--- src/rtl/seq_div8x4.sv ---
//==============================================================================
// Module   : seq_div8x4
// Brief    : 8-bit / 4-bit unsigned sequential restoring divider, one quotient
//            bit per clock, MSB first. Results are registered and held until
//            the next accepted start.
// Options  : DIV_ZERO_CHECK_EN - when defined, a zero divisor skips the
//            iterations, finishes one cycle after accept and raises divz.
//            When undefined, divz is tied low and a zero divisor takes the
//            normal 8-cycle path (quotient all ones, remainder = n[3:0]).
// Revision : 1.0 - initial release
//==============================================================================
`default_nettype none

module seq_div8x4 (
  input  logic       ck,
  input  logic       rst,
  input  logic       start,
  input  logic [7:0] n,
  input  logic [3:0] d,
  output logic [7:0] q,
  output logic [3:0] r,
  output logic       ready,
  output logic       busy,
  output logic       divz
);

  typedef enum logic [1:0] {
    ST_IDLE = 2'd0,
    ST_RUN  = 2'd1,
    ST_DONE = 2'd2
  } state_t;

  state_t     r_state;
  // Dividend bits leave at the MSB while quotient bits enter at the LSB, so
  // after the last step this register holds the complete quotient.
  logic [7:0] r_work;
  logic [3:0] r_den;
  // Only four remainder bits are stored: between steps the remainder is below
  // the divisor. The fifth bit exists only in the shifted value w_shift.
  logic [3:0] r_rem;
  logic [2:0] r_cnt;
  logic [7:0] r_q;
  logic [3:0] r_r;
  logic       r_ready;
  logic       r_busy;

  logic [4:0] w_shift;
  logic       w_ge;
  logic [3:0] w_sub;
  logic [3:0] w_rem_next;
  logic [7:0] w_work_next;

  // One restoring step: bring in the next dividend bit, subtract if it fits.
  // When the subtraction happens the true difference is below 16, so the low
  // four bits of the 4-bit subtraction are exact.
  always_comb begin
    w_shift     = {r_rem, r_work[7]};
    w_ge        = (w_shift >= {1'b0, r_den});
    w_sub       = w_shift[3:0] - r_den;
    w_rem_next  = w_ge ? w_sub : w_shift[3:0];
    w_work_next = {r_work[6:0], w_ge};
  end

`ifdef DIV_ZERO_CHECK_EN
  logic r_zero;
  logic r_divz;
  assign divz = r_divz;
`else
  assign divz = 1'b0;
`endif

  // Control FSM, iteration datapath and registered results.
  always_ff @(posedge ck or posedge rst) begin
    if (rst) begin
      r_state <= ST_IDLE;
      r_work  <= 8'd0;
      r_den   <= 4'd0;
      r_rem   <= 4'd0;
      r_cnt   <= 3'd0;
      r_q     <= 8'd0;
      r_r     <= 4'd0;
      r_ready <= 1'b0;
      r_busy  <= 1'b0;
`ifdef DIV_ZERO_CHECK_EN
      r_zero  <= 1'b0;
      r_divz  <= 1'b0;
`endif
    end else begin
      case (r_state)
        ST_IDLE, ST_DONE: begin
          if (start) begin
            r_work  <= n;
            r_den   <= d;
            r_rem   <= 4'd0;
            r_cnt   <= 3'd7;
            r_state <= ST_RUN;
            r_busy  <= 1'b1;
            r_ready <= 1'b0;
`ifdef DIV_ZERO_CHECK_EN
            r_zero  <= (d == 4'd0);
            if (d != 4'd0) begin
              r_divz <= 1'b0;
            end
`endif
          end
        end
        ST_RUN: begin
`ifdef DIV_ZERO_CHECK_EN
          if (r_zero) begin
            // Zero divisor: publish the fixed result without iterating.
            r_q     <= 8'hFF;
            r_r     <= r_work[3:0];
            r_divz  <= 1'b1;
            r_zero  <= 1'b0;
            r_cnt   <= 3'd0;
            r_ready <= 1'b1;
            r_busy  <= 1'b0;
            r_state <= ST_DONE;
          end else
`endif
          begin
            r_rem  <= w_rem_next;
            r_work <= w_work_next;
            r_cnt  <= r_cnt - 3'd1;
            if (r_cnt == 3'd0) begin
              r_q     <= w_work_next;
              r_r     <= w_rem_next;
              r_ready <= 1'b1;
              r_busy  <= 1'b0;
              r_state <= ST_DONE;
            end
          end
        end
        default: begin
          r_state <= ST_IDLE;
          r_busy  <= 1'b0;
          r_ready <= 1'b0;
        end
      endcase
    end
  end

  assign q     = r_q;
  assign r     = r_r;
  assign ready = r_ready;
  assign busy  = r_busy;

endmodule

`default_nettype wire

--- config.mk ---
export PLATFORM = sky130hd
export DESIGN_NAME = seq_div8x4
export DESIGN_NICKNAME = d
export VERILOG_FILES = /design/src/rtl/seq_div8x4.sv
export SDC_FILE = /design/constraint.sdc
export NUM_CORES = 1
export LEC_CHECK = 0
export CAP_MARGIN = 0
export CORE_MARGIN = 10
export CORE_UTILIZATION = 48
export CTS_BUF_LIST = sky130_fd_sc_hd__clkbuf_4 sky130_fd_sc_hd__clkbuf_8
export DETAILED_ROUTE_END_ITERATION = 8
export PLACE_DENSITY = 0.8
export SKIP_LAST_GASP = 1
export SYNTH_ARGS = -nofsm -noshare
export SYNTH_HDL_FRONTEND = slang
export SYNTH_SLANG_ARGS = --single-unit
--- constraint.sdc ---
create_clock -name ck -period 1.6 [get_ports ck]
set_input_delay 0.48 -clock ck [delete_from_list [all_inputs] [get_ports ck]]
set_output_delay 0.48 -clock ck [all_outputs]
set_load 0.05 [all_outputs]
Word level (Yosys, flattened, before mapping). Cells that the tools add are included.

Bits in registers: 35. Output and inout port bits: 15.

Eq/ne operators: 4. Mux-type cells: 16. Order comparisons: 1. Add/subtract/negate cells: 2. Reduce and logical (&&, ||, !) cells: 8.

Operators by type and width (count): $pmux 8 s2 (1); $mux 4 (2); $mux 8 (1); $pmux 4 s2 (1); $reduce_and 2->1 (4); $pmux 3 s2 (1); $ge 5x4->1 (1); $mux 1 (4); $mux 2 (2); $ne 2x2->1 const B (2); $pmux 1 s2 (2); $pmux 2 s2 (1); $sub 4x4->4 (1); $logic_not 3->1 (1); $mux 3 (1); $sub 3x1->3 const B (1); $eq 2x1->1 const B (1); $eq 2x2->1 const B (1); $logic_not 2->1 (1); $reduce_bool 2->1 (1); $reduce_or 2->1 (1).

Logic depth before layout (Yosys ltp).
Depth after elaboration: 4. Depth in mapped cells: 7.

Worst setup path before layout. Ideal clock, no wire load.

Kind: reg2reg. From: reg r_work[7]. To: reg r_rem[2]. Path buffers: 0. Slack: 0.044 ns. Cell stages (with the launch flop): 8. Arrival time: 1.421 ns. Library setup time: 0.134 ns. Cell sequence: dfrtp_1 > inv_1 > ha_1 > inv_1 > fa_1 > xor2_1 > nor3_1 > o31ai_1.

Cells in the longest elaborated chain, start to end: 3. Elaborated cells between the ends (all ways): 4.

Ends and longest elaborated chain: from (decl) (line 36) `logic [7:0] r_work;`; from (signal assigned) (line 92) `r_work <= n;`; from (signal assigned) (line 123) `r_work <= w_work_next;`; $sub 4x4->4 or $ge 5x4->1 (tied branches) (line 59, 58); $mux 4 (*) (line 60) `w_rem_next = w_ge ? w_sub : w_shift[3:0];`; $pmux 4 s2 (*) (line 89) `case (r_state)`; to (signal assigned) (line 122) `r_rem <= w_rem_next;`; to (decl) (line 40) `logic [3:0] r_rem;`.

Mark *: on every way between the ends. The rest lies on a longest branch, timed or not. A chain may end at the register's enable or synchronous reset.

Worst setup path after layout.
From: reg r_rem[1]. To: reg r_rem[3].

Cells in the longest elaborated chain, start to end: 3. Elaborated cells between the ends (all ways): 4.

Ends and longest elaborated chain (line): $sub 4x4->4 or $ge 5x4->1 (tied branches) (59, 58); $mux 4 (*) (60); $pmux 4 s2 (*) (89).

Marks and branches as above.

==> impl_metrics.sql <==
INSERT INTO impl_metrics (metric_group, metric, value, unit) VALUES
('detailed_routing', 'drt-initial-drc-count', '93', ''),
('detailed_routing', 'route.detailed.vias_per_inst', '5.38', ''),
('die', 'dieArea', '0.00617', 'mm2'),
('global_routing', 'grt.overflow.total', '0', ''),
('layout', 'filler_cell_count', '233', ''),
('detailed_routing', 'drtPass1Iterations', '4', ''),
('setup_path', 'worst_setup_path_start_kind', 'flip-flop', ''),
('setup_path', 'critical_path.n_buffers_inverters', '1', ''),
('detailed_routing', 'antenna_left', '0', ''),
('sta', 'post-route-min-period', '1620', 'ps'),
('sta', 'setup-tns-final', '-19.0', 'ps'),
('global_routing', 'first_pass_grt_wire_length', '6930', 'um'),
('sta', 'setup_slack', '-19.0', 'ps'),
('detailed_routing', 'drt-wirelength-per-cell', '16.6', 'um'),
('detailed_routing', 'route.detailed.drc', '0', ''),
('synthesis', 'yosysSeqAreaShare', '0.517', ''),
('cts', 'cts_inserted_buffers', '5', ''),
('die', 'rows', '21', ''),
('synthesis', 'synth_cells', '176', ''),
('die', 'die_w', '78.6', 'um'),
('layout', 'nets', '247', ''),
('detailed_routing', 'totalWireLength', '4520', 'um'),
('sta', 'max_clock_freq', '618', 'MHz'),
('power_and_ir_drop', 'p_sw_frac', '0.457', ''),
('setup_path', 'worstPathMaxFanout', '6', ''),
('run_status', 'status', 'finished with violations', ''),
('place', 'portBuffers', '28', ''),
('layout', 'synthesis_to_finish_area_growth', '49.5', '%'),
('global_routing', 'global_route.usage.total', '0.136', ''),
('power_and_ir_drop', 'power_density', '2600', 'mW/mm2'),
('sta', 'slew_viol_final', '0', ''),
('place', 'gp_routability_congestion', '0.848', ''),
('power_and_ir_drop', 'worst_ir_drop_vdd', '0.00140', 'V'),
('run_status', 'violations', 'setup timing', ''),
('setup_path', 'cp_slowest_stage_delay', '460', 'ps'),
('layout', 'final_layout_size_suffix_gt1_frac', '0.310', ''),
('cts', 'clock_tree_from_tritoncts', 'built', ''),
('cts', 'worst_setup_hold_path_clk_slew', '110', 'ps'),
('die', 'ioPinCount', '30', ''),
('cts', 'num_clock_sinks', '34', ''),
('synthesis', 'synthesis.area', '0.00165', 'mm2'),
('sta', 'finalSetupViolations', '1', ''),
('place', 'dpl_worst_slack', '-94.3', 'ps'),
('setup_path', 'worst-endpoint-arrival', '1840', 'ps'),
('cts', 'cts_root_buffer', 'sky130_fd_sc_hd__clkbuf_4', ''),
('global_routing', 'grt_pass1_vias', '1485', ''),
('layout', 'n_antenna_cell', '0', ''),
('sta', 'skew', '6.49', 'ps'),
('setup_path', 'setup.worst_path.class', 'reg2reg', ''),
('setup_path', 'endpoint_kind', 'flip-flop', ''),
('synthesis', 'mappedNetlistNets', '198', ''),
('detailed_routing', 'route.vias.total', '1463', ''),
('setup_path', 'crit_path_top_delay_cell', 'sky130_fd_sc_hd__dfrtp_1', ''),
('setup_path', 'regToRegSetupSlack', '-20', 'ps'),
('die', 'start_util', '0.493', ''),
('setup_path', 'critPathRequiredTime', '1820', 'ps'),
('die', 'placeableCoreArea', '0.00334', 'mm2'),
('cts', 'cts-htree-levels', '2', ''),
('cts', 'maximum_root_to_sink_buffer_count', '2', ''),
('synthesis', 'synth_warnings', '0', ''),
('synthesis', 'syn-mean-instance-area', '9.36', 'um2'),
('power_and_ir_drop', 'power.combinational.fraction', '0.646', ''),
('die', 'overall_die_height', '78.6', 'um'),
('flow_run', 'max_cap_viol_count', '0', ''),
('global_routing', 'antenna_found_initial', '0', ''),
('power_and_ir_drop', 'share_clk_of_total_power', '0.093', ''),
('sta', 'rsz0062_at_grt', 'true', ''),
('power_and_ir_drop', 'leakagePower', '1.12', 'nW'),
('power_and_ir_drop', 'total_switching_power', '0.00293', 'W'),
('synthesis', 'ys_types', '35', ''),
('global_routing', 'grt_max_degree', '35', ''),
('power_and_ir_drop', 'intPower', '0.00348', 'W'),
('cts', 'hold_buffers', '0', ''),
('place', 'place_hpwl', '2960', 'um'),
('setup_path', 'path_delay_family', 'flip-flops', ''),
('cts', 'clock_latency', '340', 'ps'),
('hold_path', 'hold_path.class', 'in2async', ''),
('power_and_ir_drop', 'share_seq_of_total_power', '0.261', ''),
('sta', 'final.period_utilization', '1.01', ''),
('synthesis', 'number_of_synthesized_register_bits', '34', ''),
('sta', 'hold_viol', '0', ''),
('setup_path', 'cp_cell_sequence', 'ha_4 > nor4_4 > buf_4 > o21ai_4 > a21oi_2 > o31ai_1', '');
[timing repair]
action / in CTS / in global routing
gates resized for setup: 4 / 24
buffers inserted: 2 / 2
endpoints found under the setup margin: 4 / 16
pin swaps: 5 / 9
[synthesized netlist by cell type (all sizes together)]
| cell type | instances | area share |
|---|---|---|
| a21o | 1 | 0.0046 |
| a21oi | 5 | 0.015 |
| a22oi | 2 | 0.0091 |
| a31o | 1 | 0.0053 |
| a31oi | 1 | 0.0038 |
| a32o | 1 | 0.0061 |
| and2 | 3 | 0.011 |
| buf | 5 | 0.020 |
| clkbuf | 2 | 0.0046 |
| conb | 1 | 0.0023 |
| dfrtp | 34 | 0.52 |
| fa | 1 | 0.012 |
| ha | 6 | 0.046 |
| inv | 10 | 0.023 |
| nand2 | 43 | 0.10 |
| nand2b | 4 | 0.015 |
| nand3 | 3 | 0.0091 |
| nand4 | 2 | 0.0076 |
| nor2 | 16 | 0.038 |
| nor2b | 4 | 0.015 |
| nor3 | 2 | 0.0061 |
| nor4 | 1 | 0.013 |
| o211ai | 2 | 0.0091 |
| o21a | 2 | 0.0099 |
| o21ai | 13 | 0.046 |
| o22ai | 6 | 0.023 |
| o31ai | 3 | 0.014 |
| o41ai | 1 | 0.0099 |
| xor2 | 1 | 0.0053 |
[power groups by stage]
stage	clock network (W)	logic, W	registers [W]
finish	0.000595	0.00414	0.00167
global route	0.000625	0.00451	0.00171
CTS	0.000595	0.00356	0.00163
detailed placement	0	0.00342	0.00165
global placement	0	0.00332	0.00163
floorplan	0	0.00161	0.00205
[per-stage QoR]
stage | hold WS (ps) | instances | power, W | utilization | area [um2]
detailed placement | 459 | 260 | 0.00507 | 0.667 | 2220
floorplan | 440 | 176 | 0.00366 | - | 1650
finish | 486 | 272 | 0.00641 | 0.738 | 2460
CTS | 495 | 270 | 0.00578 | 0.700 | 2330
global placement | 457 | 260 | 0.00496 | 0.667 | 2220
global route | 509 | 272 | 0.00685 | 0.738 | 2460
[sequential cells by signal, summed over array words and instances, names as in the netlist]
name     cells
q            8
r_work       8
r            4
r_den        4
r_rem        4
r_cnt        3
busy         1
r_state      1
ready        1
[placed cells by master (no fill, tap or decap), types with 2 or more instances in the layout]
cell,n
sky130_fd_sc_hd__buf_12,15
sky130_fd_sc_hd__o211ai_1,2
sky130_fd_sc_hd__o21ai_4,2
sky130_fd_sc_hd__dfrtp_1,34
sky130_fd_sc_hd__o21ai_0,10
sky130_fd_sc_hd__ha_1,3
sky130_fd_sc_hd__o21a_2,2
sky130_fd_sc_hd__a22oi_1,2
sky130_fd_sc_hd__ha_4,3
sky130_fd_sc_hd__nand3_1,2
sky130_fd_sc_hd__clkdlybuf4s50_1,14
sky130_fd_sc_hd__and2_1,2
sky130_fd_sc_hd__clkbuf_8,3
sky130_fd_sc_hd__clkbuf_4,5
sky130_fd_sc_hd__nand4_1,2
sky130_fd_sc_hd__nor2_1,13
sky130_fd_sc_hd__inv_1,8
sky130_fd_sc_hd__a21oi_1,2
sky130_fd_sc_hd__buf_4,20
sky130_fd_sc_hd__inv_2,2
sky130_fd_sc_hd__nand2_1,42
sky130_fd_sc_hd__nand2b_1,4
sky130_fd_sc_hd__a21oi_2,2
sky130_fd_sc_hd__o31ai_2,2
sky130_fd_sc_hd__nor2b_1,2
sky130_fd_sc_hd__o22ai_1,6
sky130_fd_sc_hd__nor2_2,2
[metal layers]
layer,GRT usage,routed length [um],vias to the layer above
li1,-,-,691
met2,0.229,2300,49
met4,0.0448,125,0
met1,0.161,1850,708
met5,0,0,-
met3,0.0421,251,15
[worst paths after layout]
check                           cells after the start                  from                    to
max in group asynchronous                           3                   rst      busy$_DFFE_PP0P_
worst min-delay path                                3                   rst      q[2]$_DFFE_PP0P_
min in group ck                                     1  r_cnt[0]$_DFFE_PP0P_  r_cnt[0]$_DFFE_PP0P_
worst min register to register                      1  r_cnt[0]$_DFFE_PP0P_  r_cnt[0]$_DFFE_PP0P_
worst max-delay path                                6  r_rem[1]$_DFFE_PP0P_  r_rem[3]$_DFFE_PP0P_
worst max register to register                      6  r_rem[1]$_DFFE_PP0P_  r_rem[3]$_DFFE_PP0P_
[logic make-up (layout without fill, tap and decap cells)]
family / count (synthesis) / in the layout / share of synthesized area
and+or+nand+nor: 78 / 78 / 0.215
AOI/OAI and AO/OA: 38 / 38 / 0.156
DFF: 34 / 34 / 0.517
buffers and inverters: 17 / 67 / 0.0471
adders and majority gates: 7 / 7 / 0.0578
other: 1 / 1 / 0.00228
xor gates and xnor gates: 1 / 1 / 0.00532
[worst min-delay path, cell delays in order]
cell and delay [ps]:
sky130_fd_sc_hd__clkdlybuf4s50_1 400, sky130_fd_sc_hd__inv_1 90, sky130_fd_sc_hd__buf_12 220
[area by class of cell]
type | instances | area, um2 | share of cell area
Tap cell | 46 | 57.6 | 0.0234
Sequential cell | 34 | 851 | 0.346
Clock buffer | 8 | 78.8 | 0.0320
Timing Repair Buffer | 49 | 591 | 0.240
Multi-Input combinational cell | 125 | 847 | 0.344
Inverter | 10 | 37.5 | 0.0152
Power figures use the tool's default switching activity.
